## src/rtl/uart_pkg.sv

```systemverilog
// Shared constants, state encodings and parity helper for the uart_xcvr transceiver.
package uart_pkg;

    localparam int PARITY_NONE = 0;
    localparam int PARITY_ODD  = 1;
    localparam int PARITY_EVEN = 2;

    localparam int DEFAULT_CLOCKS_PER_BAUD = 868;

    typedef enum logic [2:0] {
        RX_IDLE,
        RX_START,
        RX_DATA,
        RX_PARITY,
        RX_STOP,
        RX_BREAK
    } rx_state_t;

    typedef enum logic [2:0] {
        TX_IDLE,
        TX_START,
        TX_DATA,
        TX_PARITY,
        TX_STOP
    } tx_state_t;

    // Parity bit for a payload whose bits XOR to data_xor; odd mode inverts it.
    function automatic logic parity_bit(input logic data_xor, input int mode);
        return data_xor ^ (mode == PARITY_ODD);
    endfunction

endpackage

```

## src/rtl/uart_xcvr_if.sv

```systemverilog
// Byte-side handshake bundle of the UART transceiver; slave is the UART, master its consumer.
interface uart_xcvr_if #(
    parameter int DATA_BITS = 8
);
    logic [DATA_BITS-1:0] i_tx_data;
    logic                 i_tx_valid;
    logic                 o_tx_ready;
    logic [DATA_BITS-1:0] o_rx_data;
    logic                 o_rx_valid;
    logic                 o_rx_parity_err;
    logic                 o_rx_frame_err;
    logic                 o_rx_busy;
    logic                 o_tx_busy;

    modport master (
        output i_tx_data, i_tx_valid,
        input  o_tx_ready, o_rx_data, o_rx_valid, o_rx_parity_err,
        input  o_rx_frame_err, o_rx_busy, o_tx_busy
    );

    modport slave (
        input  i_tx_data, i_tx_valid,
        output o_tx_ready, o_rx_data, o_rx_valid, o_rx_parity_err,
        output o_rx_frame_err, o_rx_busy, o_tx_busy
    );
endinterface

```

## src/rtl/uart_baud_timer.sv

```systemverilog
// Loadable baud down-counter: ticks for one cycle at zero and reloads a full bit period.
module uart_baud_timer
    import uart_pkg::*;
#(
    parameter int CLOCKS_PER_BAUD = DEFAULT_CLOCKS_PER_BAUD,
    parameter int TIMER_BITS      = 10
) (
    input  logic                  clk,
    input  logic                  i_reset,
    input  logic                  load,
    input  logic [TIMER_BITS-1:0] load_value,
    output logic                  tick
);
    localparam logic [TIMER_BITS-1:0] RELOAD = TIMER_BITS'(CLOCKS_PER_BAUD - 1);

    logic [TIMER_BITS-1:0] count;

    // A pending load suppresses the tick so an idle engine never sees a stray expiry.
    assign tick = !load && (count == '0);

    always_ff @(posedge clk) begin
        if (i_reset)
            count <= RELOAD;
        else if (load)
            count <= load_value;
        else if (count == '0)
            count <= RELOAD;
        else
            count <= count - 1'b1;
    end
endmodule

```

## src/rtl/uart_xcvr.sv

```systemverilog
// Full-duplex UART: independent RX and TX frame engines with configurable width, parity and stop bits.
module uart_xcvr
    import uart_pkg::*;
#(
    parameter int CLOCKS_PER_BAUD = DEFAULT_CLOCKS_PER_BAUD,
    parameter int TIMER_BITS      = 10,
    parameter int DATA_BITS       = 8,
    parameter int PARITY          = PARITY_NONE,
    parameter int STOP_BITS       = 1
) (
    input  logic       clk,
    input  logic       i_reset,
    input  logic       i_rx,
    output logic       o_tx,
    uart_xcvr_if.slave bus
);
    localparam int                    CNT_W      = $clog2(DATA_BITS);
    localparam logic [CNT_W-1:0]      LAST_BIT   = CNT_W'(DATA_BITS - 1);
    localparam logic [TIMER_BITS-1:0] HALF_LOAD  = TIMER_BITS'(CLOCKS_PER_BAUD / 2 - 1);
    localparam logic [TIMER_BITS-1:0] FULL_LOAD  = TIMER_BITS'(CLOCKS_PER_BAUD - 1);
    localparam bit                    HAS_PARITY = (PARITY != PARITY_NONE);
    localparam logic                  LAST_STOP  = 1'(STOP_BITS - 1);

    logic [1:0]           rx_sync;
    logic                 rx_bit;
    rx_state_t            rx_state, rx_next;
    logic                 rx_load, rx_tick;
    logic [DATA_BITS-1:0] rx_shift;
    logic [CNT_W-1:0]     rx_count;
    logic                 rx_par;
    logic [DATA_BITS-1:0] rx_data_q;
    logic                 rx_valid_q, rx_perr_q, rx_ferr_q;

    tx_state_t            tx_state, tx_next;
    logic                 tx_load, tx_tick, tx_ready;
    logic [DATA_BITS-1:0] tx_shift;
    logic [CNT_W-1:0]     tx_count;
    logic                 tx_par, tx_stop_cnt;

    assign rx_bit = rx_sync[1];

    // Idle engines keep their timer preloaded, so the first bit period starts on the next cycle.
    uart_baud_timer #(.CLOCKS_PER_BAUD(CLOCKS_PER_BAUD), .TIMER_BITS(TIMER_BITS)) rx_timer (
        .clk(clk), .i_reset(i_reset), .load(rx_load), .load_value(HALF_LOAD), .tick(rx_tick)
    );

    uart_baud_timer #(.CLOCKS_PER_BAUD(CLOCKS_PER_BAUD), .TIMER_BITS(TIMER_BITS)) tx_timer (
        .clk(clk), .i_reset(i_reset), .load(tx_load), .load_value(FULL_LOAD), .tick(tx_tick)
    );

    always_comb begin
        rx_next = rx_state;
        rx_load = 1'b0;
        case (rx_state)
            RX_IDLE: begin
                rx_load = 1'b1;
                if (!rx_bit) rx_next = RX_START;
            end
            RX_START:  if (rx_tick) rx_next = rx_bit ? RX_IDLE : RX_DATA;
            RX_DATA:   if (rx_tick && rx_count == LAST_BIT) rx_next = HAS_PARITY ? RX_PARITY : RX_STOP;
            RX_PARITY: if (rx_tick) rx_next = RX_STOP;
            // Leaving at the mid-bit sample lets a start edge in the stop bit's second half be caught.
            RX_STOP:   if (rx_tick) rx_next = rx_bit ? RX_IDLE : RX_BREAK;
            RX_BREAK:  if (rx_bit) rx_next = RX_IDLE;
            default:   rx_next = RX_IDLE;
        endcase
    end

    always_ff @(posedge clk) begin
        if (i_reset) begin
            rx_sync    <= 2'b11;
            rx_state   <= RX_IDLE;
            rx_shift   <= '0;
            rx_count   <= '0;
            rx_par     <= 1'b0;
            rx_data_q  <= '0;
            rx_valid_q <= 1'b0;
            rx_perr_q  <= 1'b0;
            rx_ferr_q  <= 1'b0;
        end else begin
            rx_sync    <= {rx_sync[0], i_rx};
            rx_state   <= rx_next;
            rx_valid_q <= 1'b0;
            if (rx_tick) begin
                case (rx_state)
                    RX_START:  rx_count <= '0;
                    RX_DATA: begin
                        rx_shift <= {rx_bit, rx_shift[DATA_BITS-1:1]};
                        rx_count <= rx_count + 1'b1;
                    end
                    RX_PARITY: rx_par <= rx_bit;
                    RX_STOP: begin
                        rx_data_q  <= rx_shift;
                        rx_valid_q <= 1'b1;
                        rx_ferr_q  <= ~rx_bit;
                        rx_perr_q  <= HAS_PARITY && (rx_par != parity_bit(^rx_shift, PARITY));
                    end
                    default: ;
                endcase
            end
        end
    end

    always_comb begin
        tx_next  = tx_state;
        tx_load  = 1'b0;
        tx_ready = 1'b0;
        o_tx     = 1'b1;
        case (tx_state)
            TX_IDLE: begin
                tx_load  = 1'b1;
                tx_ready = 1'b1;
                if (bus.i_tx_valid) tx_next = TX_START;
            end
            TX_START: begin
                o_tx = 1'b0;
                if (tx_tick) tx_next = TX_DATA;
            end
            TX_DATA: begin
                o_tx = tx_shift[0];
                if (tx_tick && tx_count == LAST_BIT) tx_next = HAS_PARITY ? TX_PARITY : TX_STOP;
            end
            TX_PARITY: begin
                o_tx = tx_par;
                if (tx_tick) tx_next = TX_STOP;
            end
            TX_STOP:  if (tx_tick && tx_stop_cnt == LAST_STOP) tx_next = TX_IDLE;
            default:  tx_next = TX_IDLE;
        endcase
    end

    always_ff @(posedge clk) begin
        if (i_reset) begin
            tx_state    <= TX_IDLE;
            tx_shift    <= '0;
            tx_count    <= '0;
            tx_par      <= 1'b0;
            tx_stop_cnt <= 1'b0;
        end else begin
            tx_state <= tx_next;
            if (tx_state == TX_IDLE && bus.i_tx_valid) begin
                tx_shift    <= bus.i_tx_data;
                tx_par      <= parity_bit(^bus.i_tx_data, PARITY);
                tx_count    <= '0;
                tx_stop_cnt <= 1'b0;
            end else if (tx_tick) begin
                if (tx_state == TX_DATA) begin
                    tx_shift <= tx_shift >> 1;
                    tx_count <= tx_count + 1'b1;
                end
                if (tx_state == TX_STOP) tx_stop_cnt <= ~tx_stop_cnt;
            end
        end
    end

    assign bus.o_tx_ready      = tx_ready;
    assign bus.o_tx_busy       = (tx_state != TX_IDLE);
    assign bus.o_rx_busy       = (rx_state != RX_IDLE);
    assign bus.o_rx_data       = rx_data_q;
    assign bus.o_rx_valid      = rx_valid_q;
    assign bus.o_rx_parity_err = rx_perr_q;
    assign bus.o_rx_frame_err  = rx_ferr_q;
endmodule
```

## src/flat_wrapper.sv

```systemverilog
// flat-port wrapper written by rule: the top's interface ports become plain ports
module uart_xcvr_flat import uart_pkg::*;
#(
    parameter int CLOCKS_PER_BAUD = DEFAULT_CLOCKS_PER_BAUD,
    parameter int TIMER_BITS      = 10,
    parameter int DATA_BITS       = 8,
    parameter int PARITY          = PARITY_NONE,
    parameter int STOP_BITS       = 1
)
  (clk, i_reset, i_rx, o_tx, bus_i_tx_data, bus_i_tx_valid, bus_o_tx_ready, bus_o_rx_data, bus_o_rx_valid, bus_o_rx_parity_err, bus_o_rx_frame_err, bus_o_rx_busy, bus_o_tx_busy);
  uart_xcvr_if #(.DATA_BITS(DATA_BITS)) bus_i ();
  input  logic clk;
  input  logic i_reset;
  input  logic i_rx;
  output logic o_tx;
  input wire logic [$bits(bus_i.i_tx_data)-1:0] bus_i_tx_data;
  input wire logic [$bits(bus_i.i_tx_valid)-1:0] bus_i_tx_valid;
  output wire logic [$bits(bus_i.o_tx_ready)-1:0] bus_o_tx_ready;
  output wire logic [$bits(bus_i.o_rx_data)-1:0] bus_o_rx_data;
  output wire logic [$bits(bus_i.o_rx_valid)-1:0] bus_o_rx_valid;
  output wire logic [$bits(bus_i.o_rx_parity_err)-1:0] bus_o_rx_parity_err;
  output wire logic [$bits(bus_i.o_rx_frame_err)-1:0] bus_o_rx_frame_err;
  output wire logic [$bits(bus_i.o_rx_busy)-1:0] bus_o_rx_busy;
  output wire logic [$bits(bus_i.o_tx_busy)-1:0] bus_o_tx_busy;
  assign bus_i.i_tx_data = bus_i_tx_data;
  assign bus_i.i_tx_valid = bus_i_tx_valid;
  assign bus_o_tx_ready = bus_i.o_tx_ready;
  assign bus_o_rx_data = bus_i.o_rx_data;
  assign bus_o_rx_valid = bus_i.o_rx_valid;
  assign bus_o_rx_parity_err = bus_i.o_rx_parity_err;
  assign bus_o_rx_frame_err = bus_i.o_rx_frame_err;
  assign bus_o_rx_busy = bus_i.o_rx_busy;
  assign bus_o_tx_busy = bus_i.o_tx_busy;
  uart_xcvr #(.CLOCKS_PER_BAUD(CLOCKS_PER_BAUD), .TIMER_BITS(TIMER_BITS), .DATA_BITS(DATA_BITS), .PARITY(PARITY), .STOP_BITS(STOP_BITS)) u_core (.clk(clk), .i_reset(i_reset), .i_rx(i_rx), .o_tx(o_tx), .bus(bus_i));
endmodule
```

## config.mk

```make
export PLATFORM = sky130hd
export DESIGN_NAME = uart_xcvr_flat
export DESIGN_NICKNAME = d
export VERILOG_FILES = /design/src/rtl/uart_pkg.sv /design/src/rtl/uart_xcvr_if.sv /design/src/rtl/uart_baud_timer.sv /design/src/rtl/uart_xcvr.sv /design/src/flat_wrapper.sv
export SDC_FILE = /design/constraint.sdc
export NUM_CORES = 1
export LEC_CHECK = 0
export ABC_AREA = 1
export CAP_MARGIN = 20
export CORE_MARGIN = 4
export CORE_UTILIZATION = 37
export DETAILED_ROUTE_END_ITERATION = 16
export GPL_TIMING_DRIVEN = 0
export PLACE_DENSITY = 0.56
export SKIP_LAST_GASP = 1
export SYNTH_ARGS = -nofsm -noshare
export SYNTH_HDL_FRONTEND = slang
export SYNTH_SLANG_ARGS = --single-unit
```

## constraint.sdc

```tcl
create_clock -name clk -period 3.5 [get_ports clk]
set_input_delay 0.7 -clock clk [delete_from_list [all_inputs] [get_ports clk]]
set_output_delay 0.7 -clock clk [all_outputs]
set_load 0.01 [all_outputs]
```

== Word level (Yosys, flattened, before mapping) ==
Cells that the tools add are included.
Storage, ports and cells
  register bits after elaboration: 62
  bits in latches: 0
  RAM bits: 0
  bits in read-only memories: 0
  output and inout bits: 15
  word-level logic and storage cells: 99
  memories: 0
Operators by class
  add/sub/neg operators: 4
  $mul: 0
  divide/modulo/power cells: 0
  magnitude comparators: 0
  equal/unequal tests: 22
  shift operators: 0
  multiplexer cells: 25
  bitwise logic cells: 3
  reductions and logical operators: 30
Operator list (number)
  2-to-1 mux 3 bit: 12
  2-to-1 mux 8 bit: 3
  zero test 10 bit: 2
  2-to-1 mux 10 bit: 2
  subtractor 10 x 1 -> 10 bit (second input constant): 2
  != test 2 x 1 -> 1 bit (second input constant): 9
  one-hot mux 3 bit (6 select lines): 1
  equality test 3 bit (second input constant): 5
  one-hot mux 3 bit (5 select lines): 1
  equality test 3 x 2 -> 1 bit (second input constant): 4
  AND reduction 2 bit: 6
  XOR reduction 8 bit: 1
  adder 3 x 1 -> 3 bit (second input constant): 2
  equality test 3 x 1 -> 1 bit (second input constant): 2
  logical AND 1 bit: 6
  zero test 3 bit: 2
  one-hot mux 3 bit (2 select lines): 1
  AND reduction 6 bit: 1
  nonzero test 2 bit: 3
  nonzero test 3 bit: 2
  OR reduction 3 bit: 2
  AND reduction 5 bit: 1
  != test 2 bit (second input constant): 2
  OR reduction 2 bit: 2
  other kinds (5): 10

== Depth between registers and ports, before layout ==
Gate-level depths: netlist of the first run.
  depth after elaboration: 7
  mapped depth: 10
  depth with buffers taken out: 10

== By module ==
From an unflattened synthesis of the first run, not the netlist that was laid out.
Second synthesis, totals
  cells, all modules: 467
  area, all modules: 3288.2 um2
By module, submodules not included
  uart_xcvr: instances 1, cells each 283, area each 2004.4 um2
  uart_baud_timer: instances 2, cells each 92, area each 641.9 um2

== Worst setup path before layout of the first run ==
OpenSTA, ideal clock, no wires.
  kind: input -> register
  from: input i_reset
  to: register u_core.tx_timer.count[7]
  setup time: 0.119 ns
  arrival time: 1.533 ns
  data required time: 3.381 ns
  path slack: 1.848 ns
  stages on the path: 6
  path buffers: 1
  cells stage by stage: clkbuf_1 > clkinv_1 > nand3_1 > inv_1 > o21ai_0 > a21oi_1
On the way
  word-level cells in the longest chain between the ends: 1
Ends and longest elaborated chain
  from (decl): line flat_wrapper.sv:13  | input logic i_reset;
  OR reduction 3 bit (no source line)
  to (signal assigned): line uart_baud_timer.sv:25  | count <= load_value;
  to (signal assigned): line uart_baud_timer.sv:29  | count <= count - 1'b1;
  to (decl): line uart_baud_timer.sv:16  | logic [TIMER_BITS-1:0] count;
Every way passes these cells.
A chain may end at the register's enable or synchronous reset.

== Worst setup path after layout of the first run ==
  from: register u_core.tx_state[1]
  to: output o_tx
On the way
  word-level cells in the longest chain between the ends: 2
  elaborated cells on any way between the ends: 4
  classes of those cells: 3 x eq/ne; 1 x mux
Ends and longest elaborated chain
  from (decl): line uart_xcvr.sv:34  | tx_state_t tx_state, tx_next;
  from (signal assigned): line uart_xcvr.sv:140  | tx_state <= tx_next;
  equality test 3 x 2 -> 1 bit / equality test 3 x 1 -> 1 bit (equally long branches): line uart_xcvr.sv:109  | case (tx_state)
  one-hot mux 1 bit (3 select lines) (*): line uart_xcvr.sv:109
  to (decl): line flat_wrapper.sv:15  | output logic o_tx;
Every way passes the cells marked *; elsewhere a longest branch is shown, timed or not.

==> results of run 1 <==
## through the flow
stage	std cells	worst slack, ps	power (W)	area, um^2
after global placement	501	1287	0.001373	3173
after floorplan	378	1848	0.001230	2809
final	515	1034	0.001880	3328
after detailed placement	501	1369	0.001381	3173
after global routing	515	910.4	0.002016	3328
after CTS	515	1007	0.001906	3328
## logic make-up (layout without fill, tap and decap cells)
family / count (synthesis) / count (layout) / synth area share
buf+inv: 57 / 95 / 0.08463
simple gates: 166 / 166 / 0.2637
other cells: 1 / 1 / 0.001335
flops: 62 / 62 / 0.4419
compound gates: 70 / 70 / 0.1305
fa+ha+maj: 7 / 7 / 0.03118
xor+xnor: 15 / 15 / 0.04677
## cell type report
cell class	instances	area, um^2	share of cell area
Clock inverter	2	10.01	0.003008
Buffer	9	57.56	0.01729
Tap cell	99	123.9	0.03722
Clock buffer	12	145.1	0.04361
Sequential cell	62	1241	0.3729
Inverter	48	180.2	0.05414
Timing Repair Buffer	24	240.2	0.07218
Multi-Input combinational cell	259	1330	0.3996
## routing by layer
metal	part of all wire	GRT usage	vias up
met5	0	0	-
met2	0.45	0.2105	27
li1	-	-	1272
met1	0.49	0.1642	1058
met4	0.017	0.04688	0
met3	0.035	0.05209	9
## state kept, by name, summed over array words and instances (netlist names)
name                       count
u_core.rx_state                3
u_core.bus.o_rx_data           8
u_core.tx_stop_cnt             1
u_core.tx_state                3
u_core.bus.o_rx_frame_err      1
u_core.tx_count                3
u_core.tx_timer.count         10
u_core.tx_par                  1
u_core.rx_timer.count         10
u_core.bus.o_rx_valid          1
u_core.rx_count                3
u_core.rx_sync                 2
u_core.tx_shift                8
u_core.rx_shift                8
## cells in the mapped netlist, types with 2 or more instances
| library cell | number | area (um^2) |
|---|---|---|
| nand3_1 | 20 | 100.1 |
| buf_4 | 2 | 15.01 |
| nor3_1 | 4 | 20.02 |
| ha_1 | 7 | 87.58 |
| inv_1 | 46 | 172.7 |
| nand2_1 | 68 | 255.2 |
| xnor2_1 | 8 | 70.07 |
| xor2_1 | 7 | 61.31 |
| o21ai_0 | 33 | 165.2 |
| nand4_1 | 4 | 25.02 |
| nor2_2 | 3 | 18.77 |
| buf_6 | 2 | 22.52 |
| nand4_2 | 2 | 25.02 |
| nor2_1 | 50 | 187.7 |
| dfxtp_1 | 62 | 1241 |
| clkinv_1 | 2 | 7.510 |
| or2_2 | 6 | 37.54 |
| clkbuf_1 | 3 | 11.26 |
| nand2_2 | 2 | 12.51 |
| a21oi_1 | 30 | 150.1 |
## worst min-delay path by stage
stage / from / to / cells after the start / slack, ps
detailed placement: u_core.tx_timer.count[0] / u_core.tx_timer.count[0] / 1 / 400
global route: u_core.tx_timer.count[0] / u_core.tx_timer.count[0] / 1 / 430
global placement: u_core.tx_timer.count[0] / u_core.tx_timer.count[0] / 1 / 390
floorplan: u_core.tx_timer.count[0] / u_core.tx_timer.count[0] / 1 / 380
finish: u_core.tx_timer.count[0] / u_core.tx_timer.count[0] / 1 / 410
CTS: u_core.tx_timer.count[0] / u_core.tx_timer.count[0] / 1 / 410
## cells in the final DEF, fill, tap and decap left out, drive strengths merged, types with 5 or more instances in the layout
master,instances
clkbuf,15
nor2,54
a21oi,31
o21ai,35
or2,7
nand3,21
xor2,7
ha,7
dfxtp,62
clkdlybuf4s50,24
nor3,5
nand4,6
xnor2,8
buf,6
inv,46
nand2,70
## where the power goes
part           leakage, nW  switching (W)  internal (W)
clock network       0.0821       0.000253      0.000266
registers            0.505      0.0000647      0.000786
logic                0.839       0.000309      0.000202
==> flow_summary.yaml, run 1 <==
outcome:
  status: "complete, no violations"
detailed_routing:
  drc: 0
  viasPerCell: 4.594
  drt_pre_antenna_iters: 4
  drt_wl_total_mm: 5.560
  ant_nets: 0
  wl_per_cell_um: 10.80
  vias: 2366
  drt_iter0_markers: 64
critical_path:
  timing.rr.start: "u_core.tx_timer.count[0]"
  start_kind: "flop"
  cpMaxStageDelayCell: "clkdlybuf4s50_1"
  rr_worst_depth: 10
  cp-endpoint: "o_tx"
  path_class: "reg -> out"
  slowest_delay_ps: 530
  cp_cell_sequence: "inv_1 > nor2_1 > nand3_1 > nand3_1 > clkdlybuf4s50_1"
  timing.critical_path.mode_cell: "nand3_1"
  r2r-end: "u_core.tx_shift[1]"
  reg2reg_slack_ps: 1710
  worstPathArrival_ps: 1770
  crit_fanout: 4
  path_delay_family: "buffers and inverters"
  required_ps: 2800
  critPathCaptureType: "output pin"
  worst-path-buf-inv: 2
  crit_start: "u_core.tx_state[1]"
  path_depth: 5
cells_and_area:
  fillers: 753
  final_layout_size_suffix_gt1_frac: 0.08413
  final_util: 0.4540
  n_antenna_cell: 0
  syn_to_final_growth_pct: 18.49
  nets: 432
synthesis:
  synth_edf_count: 0
  synth_nets: 397
  yosys_warnings: 0
  syn_area_um2: 2809
  yosysSeqAreaShare: 0.4419
  synth_ff_type: "dfxtp_1"
  synth_cells: 378
  async_flop_share: 0
  netlist-cell-type-count: 37
  avgSynthCellArea_um2: 7.431
  ys_ff_latch: 62
clock_network:
  path_clk_slew_ps: 70
  cts_setup_buffers: 0
  cts-root-buf: "clkbuf_8"
  cts-resized-gates: 0
  htree_levels: 3
  cts_tree: "yes"
  cts_sinks: 62
  cts_buffer_depth: 2
  worstSkewPairLatency_ps: 330
  cts_buffers: 9
  hold_buffers: 0
sta:
  timing.final.max_slew_violations: 0
  setup_tns_ps: 0
  skew_ps: 6.273
  rsz0062_at_grt: "no"
  min_period_ps: 2466
  fin_crit_sh: 0.7046
  setup_viol: 0
  fmax_mhz: 405.5
  hold_ws_ps: 412.2
  hold_violations: 0
min_path:
  min_path_type: "reg -> reg"
floorplanning:
  dieArea_um2: 9050
  die_w_um: 95.13
  start_util: 0.3832
  num_io_pins: 27
  rows: 31
  die_y_um: 95.13
  core_um2: 7331
power:
  leakage_nw: 1.427
  ir_drop_mv: 0.3080
  power_density_nw_per_um2: 564.9
placement:
  io_buffers: 24
  gp_congestion: 0.8105
  dp_hpwl_mm: 3.984
global_route:
  grt_max_degree: 11
  antenna_found_initial: 0
  grt_pass1_vias: 2148
  grt_overflow: 0
  groute.usage.overall: 0.1331
  grt_pass1_wl_mm: 9.418
job:
  maxCapViolCount: 0
Note: power is estimated with default switching activity, not from simulation.
==> inputs of run 2 (changes only) <==
- PLACE_DENSITY: 0.56 -> 0.58
- clock period: 3.5 -> 2.08 ns (I/O delays scaled with it)
==> run 2 against run 1 <==
  * Sequential share of layout area fell by 0.59 points
  * Sequential power up 69%
  * Non-clock buffer count is the same
  * First-iteration DRC count fell by 9.4%
  * Critical path depth is 2 lower
  * Critical path type unchanged
==> flow_summary.yaml, run 2 (synthesis results as in run 1) <==
outcome:
  status: "complete, no violations"
cells_and_area:
  mostFrequentLayoutCells: "nand2_1 (67), dfxtp_1 (62), nor2_1 (47)"
  fin_area_um2: 3382
  nets: 432
  final_layout_size_suffix_gt1_frac: 0.1029
  fillers: 755
  syn_to_final_growth_pct: 20.40
  n_antenna_cell: 0
  reg.largest.list: "u_core.rx_timer.count (10), u_core.tx_timer.count (10)"
  final_common_cell: "nand2_1"
power:
  switchingPower_w: 0.001118
  power_density_nw_per_um2: 983.5
  power_frac_seq: 0.432
  power.internal_w: 0.002208
  sw_frac_of_total: 0.3363
  pwr-share-comb: 0.263
  ir_drop_mv: 0.4839
  p_total_w: 0.003326
  leakage_nw: 1.457
  pwr-share-clk: 0.306
detailed_routing:
  viasPerCell: 4.634
  drt_wl_total_mm: 5.514
  drc: 0
  drt_iter0_markers: 58
  ant_nets: 0
  wl_per_cell_um: 10.67
  vias: 2396
  drt_pre_antenna_iters: 4
sta:
  hold_ws_ps: 414.0
  setup_viol: 0
  skew_ps: 9.400
  fin_crit_sh: 0.9532
  hold_violations: 0
  timing.final.max_slew_violations: 0
  min_period_ps: 1983
  fmax_mhz: 504.4
floorplanning:
  die_y_um: 95.13
  die_w_um: 95.13
  num_io_pins: 27
  dieArea_um2: 9050
  rows: 31
  start_util: 0.3832
  core_um2: 7331
critical_path:
  required_ps: 1660
  worstPathArrival_ps: 1570
  crit_fanout: 5
  timing.rr.start: "u_core.tx_timer.count[0]"
  path_class: "reg -> out"
  critPathCaptureType: "output pin"
  rr_worst_depth: 10
  start_kind: "flop"
  reg2reg_slack_ps: 270
  r2r-end: "u_core.tx_shift[1]"
clock_network:
  cts_tree: "yes"
  cts_setup_buffers: 0
  cts-resized-gates: 2
  path_clk_slew_ps: 70
  cts_buffers: 9
  htree_levels: 3
  cts_buffer_depth: 2
  cts_sinks: 62
  cts-root-buf: "clkbuf_8"
  hold_buffers: 0
  worstSkewPairLatency_ps: 340
global_route:
  grt_use_met2: 0.2076
  met1_usage: 0.1680
  antenna_found_initial: 0
  grt.busiest_layer: "met2"
  grt_max_degree: 12
  grt_pass1_wl_mm: 9.446
  grt_pass1_vias: 2179
  met3_usage: 0.03394
  grt_overflow: 0
  groute.usage.overall: 0.1317
min_path:
  whs_path_depth: 1
  min_to: "u_core.rx_sync[1]"
  min_from: "u_core.rx_sync[0]"
  min_path_type: "reg -> reg"
placement:
  placed_area_um2: 3173
  gp_congestion: 0.7805
  io_buffers: 24
  dp_hpwl_mm: 3.997
job:
  maxCapViolCount: 0
[run 2: changes by cell type in the layout (fill, tap and decap cells not counted), sizes merged]
cell / previous run / this run
clkdlybuf4s50: 24 / 22
clkinvlp: 0 / 2
clkinv: 4 / 6
clkbuf: 15 / 12
bufinv: 0 / 1
dlymetal6s2s: 0 / 2
[run 2: layout make-up]
type | instances | area [um^2] | area share
plain buffers | 9 | 57.56 | 0.01702
clock buffers | 9 | 123.9 | 0.03663
clock inverters | 7 | 65.06 | 0.01924
inverters | 48 | 180.2 | 0.05327
multi-input cells | 259 | 1345 | 0.3977
flip-flops and latches | 62 | 1241 | 0.3670
well taps | 99 | 123.9 | 0.03663
repair buffers | 24 | 245.2 | 0.07251
[run 2: metrics by stage]
step           TNS [ps]  std cells  setup WS, ps    util
2_1_floorplan         0        378         480.7       -
3_3_place_gp          0        501         157.6  0.4328
3_5_place_dp          0        501         139.6  0.4328
4_1_cts               0        517         12.70  0.4596
5_1_grt         -0.3239        517       -0.3239  0.4613
6_report              0        517         97.44  0.4613
[run 2: critical path: stages (launching register included)]
cell and delay [ps]:
dfxtp_1 360, nor2_1 240, nand2_2 140, clkdlybuf4s50_1 500
[run 2: worst max path at each step]
stage	startpoint	endpoint	slack, ps
CTS	u_core.tx_state[0]	o_tx	10
floorplan	u_core.rx_timer.count[0]	u_core.bus.o_rx_data[6]	480
global route	u_core.tx_state[0]	bus_o_tx_ready	-0.3
detailed placement	i_reset	u_core.tx_timer.count[7]	140
finish	u_core.rx_state[0]	bus_o_rx_busy	100
global placement	i_reset	u_core.tx_timer.count[7]	160
[run 2: layer usage]
layer  part of all wire  up-vias
met1               0.50     1067
met3              0.038        9
li1                   -     1278
met4              0.020        0
met2               0.44       42
met5                  0        -
[run 2: power groups by stage]
stage                     Combinational [W]  Sequential [W]  Clock [W]
final                              0.000875         0.00144    0.00102
after floorplan                    0.000637         0.00143          0
after detailed placement           0.000872         0.00146          0
after global routing                0.00102         0.00145    0.00110
after global placement             0.000854         0.00146          0
after CTS                          0.000877         0.00143    0.00105
==> inputs of run 3 (changes only) <==
- PLACE_DENSITY: 0.58 -> 0.56
- clock period: 2.08 -> 2.1 ns (I/O delays scaled with it)
==> run 3 against run 2 <==
  * Critical path depth rose by 2
  * First-iteration DRC count grew 1.7%
  * Final cell count is 0.39% lower
  * Combinational power is 1% lower
  * Clock skew shrank 3.0 ps
  * Non-clock buffer count stayed put
==> flow_summary.yaml, run 3 (synthesis results as in run 1) <==
detailed_routing:
  wl_per_cell_um: 10.89
  routed.top_layer: "met4"
  drc: 0
  m1WireLength_mm: 2.759
  drt_pre_antenna_iters: 4
  vias: 2369
  drt_iter0_markers: 59
  viasPerCell: 4.600
  drt_wl_total_mm: 5.609
  wl_met3_um: 203
  ant_nets: 0
  met2_length_mm: 2.553
cells_and_area:
  seqCellArea_um2: 1241
  nets: 432
  mostFrequentLayoutCells: "nand2_1 (67), dfxtp_1 (62), nor2_1 (47)"
  fillers: 755
  syn_to_final_growth_pct: 19.20
  fin_cells: 515
  fin_area_um2: 3348
  final_layout_size_suffix_gt1_frac: 0.09375
  final_common_cell: "nand2_1"
  multiInputGateArea_um2: 1345
  reg.largest.list: "u_core.rx_timer.count (10), u_core.tx_timer.count (10)"
  n_antenna_cell: 0
sta:
  hold_violations: 0
  setup_viol: 0
  fmax_mhz: 496.9
  setup_tns_ps: 0
  rsz0062_at_grt: "yes"
  skew_ps: 6.437
  fin_crit_sh: 0.9583
  finalWorstSetupSlack_ps: 87.63
  min_period_ps: 2012
  timing.final.max_slew_violations: 0
critical_path:
  crit_fanout: 3
  slowest_delay_ps: 480
  r2r-end: "u_core.tx_shift[1]"
  cpMaxStageDelayCell: "clkdlybuf4s50_1"
  required_ps: 1680
  critPathCaptureType: "output pin"
  reg2reg_slack_ps: 310
  rr_worst_depth: 10
  start_kind: "flop"
  worstPathArrival_ps: 1590
  timing.rr.start: "u_core.tx_timer.count[0]"
  timing.critical_path.mode_cell: "inv_1"
  path_class: "reg -> out"
  cp_cell_sequence: "nor2_1 > inv_1 > nor2_2 > inv_1 > clkdlybuf4s50_1"
global_route:
  grt_pass1_wl_mm: 9.404
  grt_pass1_vias: 2146
  groute.usage.overall: 0.1329
  grt_max_degree: 11
  antenna_found_initial: 0
  grt_overflow: 0
floorplanning:
  core_um2: 7331
  die_y_um: 95.13
  dieArea_um2: 9050
  start_util: 0.3832
  num_io_pins: 27
  die_w_um: 95.13
  rows: 31
power:
  ir_drop_mv: 0.5160
  p_total_w: 0.003150
  power_density_nw_per_um2: 940.9
  leakage_nw: 1.437
job:
  maxCapViolCount: 0
min_path:
  min_to: "u_core.tx_timer.count[0]"
  min_path_type: "reg -> reg"
  min_from: "u_core.tx_timer.count[0]"
  whs_path_depth: 1
placement:
  dp_hpwl_mm: 3.984
  gp_congestion: 0.8105
  placed_area_um2: 3173
  dp_slack_ps: 248.6
  io_buffers: 24
  dp.cells: 501
clock_network:
  cts_setup_buffers: 0
  cts-root-buf: "clkbuf_8"
  cts_tree: "yes"
  htree_levels: 3
  cts_buffers: 9
  worstSkewPairLatency_ps: 330
  cts_buffer_depth: 2
  path_clk_slew_ps: 70
  cts_sinks: 62
outcome:
  status: "complete, no violations"
-- run 3: worst max-delay path: cells and delay by family (launching register included) --
family / cells / cell delay [ps]
buffers and inverters: 3 / 650
AND/OR/NAND/NOR: 2 / 280
flip-flops: 1 / 330
-- run 3: power breakdown --
| group | total, W | switching (W) | internal [W] |
|---|---|---|---|
| clock network | 0.000864 | 0.000420 | 0.000444 |
| registers | 0.00142 | 0.000113 | 0.00131 |
| logic | 0.000864 | 0.000523 | 0.000341 |
| total | 0.00315 | 0.00106 | 0.00209 |
-- run 3: cell type report --
| class | instances | share of cell area |
|---|---|---|
| multi-input cells | 259 | 0.4017 |
| plain buffers | 9 | 0.01719 |
| repair buffers | 24 | 0.07324 |
| flip-flops and latches | 62 | 0.3707 |
| clock buffers | 12 | 0.04335 |
| well taps | 99 | 0.03700 |
| inverters | 48 | 0.05381 |
| clock inverters | 2 | 0.002990 |
-- run 3: worst max path at each step --
stage	start	end	slack [ps]	cells after the start
2_1_floorplan	u_core.rx_timer.count[0]	u_core.bus.o_rx_data[6]	500	10
3_3_place_gp	i_reset	u_core.tx_timer.count[7]	170	6
4_1_cts	u_core.tx_state[0]	bus_o_tx_busy	0.7	5
6_report	u_core.tx_state[0]	bus_o_tx_busy	90	5
5_1_grt	u_core.tx_state[0]	bus_o_tx_busy	-20	5
3_5_place_dp	i_reset	u_core.tx_timer.count[7]	250	6
-- run 3: layer usage --
layer | vias up | global-route usage
met1 | 1060 | 0.1637
li1 | 1274 | -
met2 | 27 | 0.2105
met5 | - | 0
met4 | 0 | 0.04688
met3 | 8 | 0.05209
-- run 3: metrics by stage --
| stage | util | hold slack [ps] |
|---|---|---|
| finish | 0.4567 | 412.2 |
| global placement | 0.4328 | 394.2 |
| floorplan | - | 380.4 |
| CTS | 0.4550 | 414.3 |
| global route | 0.4567 | 429.5 |
| detailed placement | 0.4328 | 399.4 |
-- run 3: timing repair --
item	CTS	global route
hold buffers	0	0
hold endpoints to repair	0	0
setup endpoints to repair	1	4
pin swaps	0	0
gates resized for setup	2	5
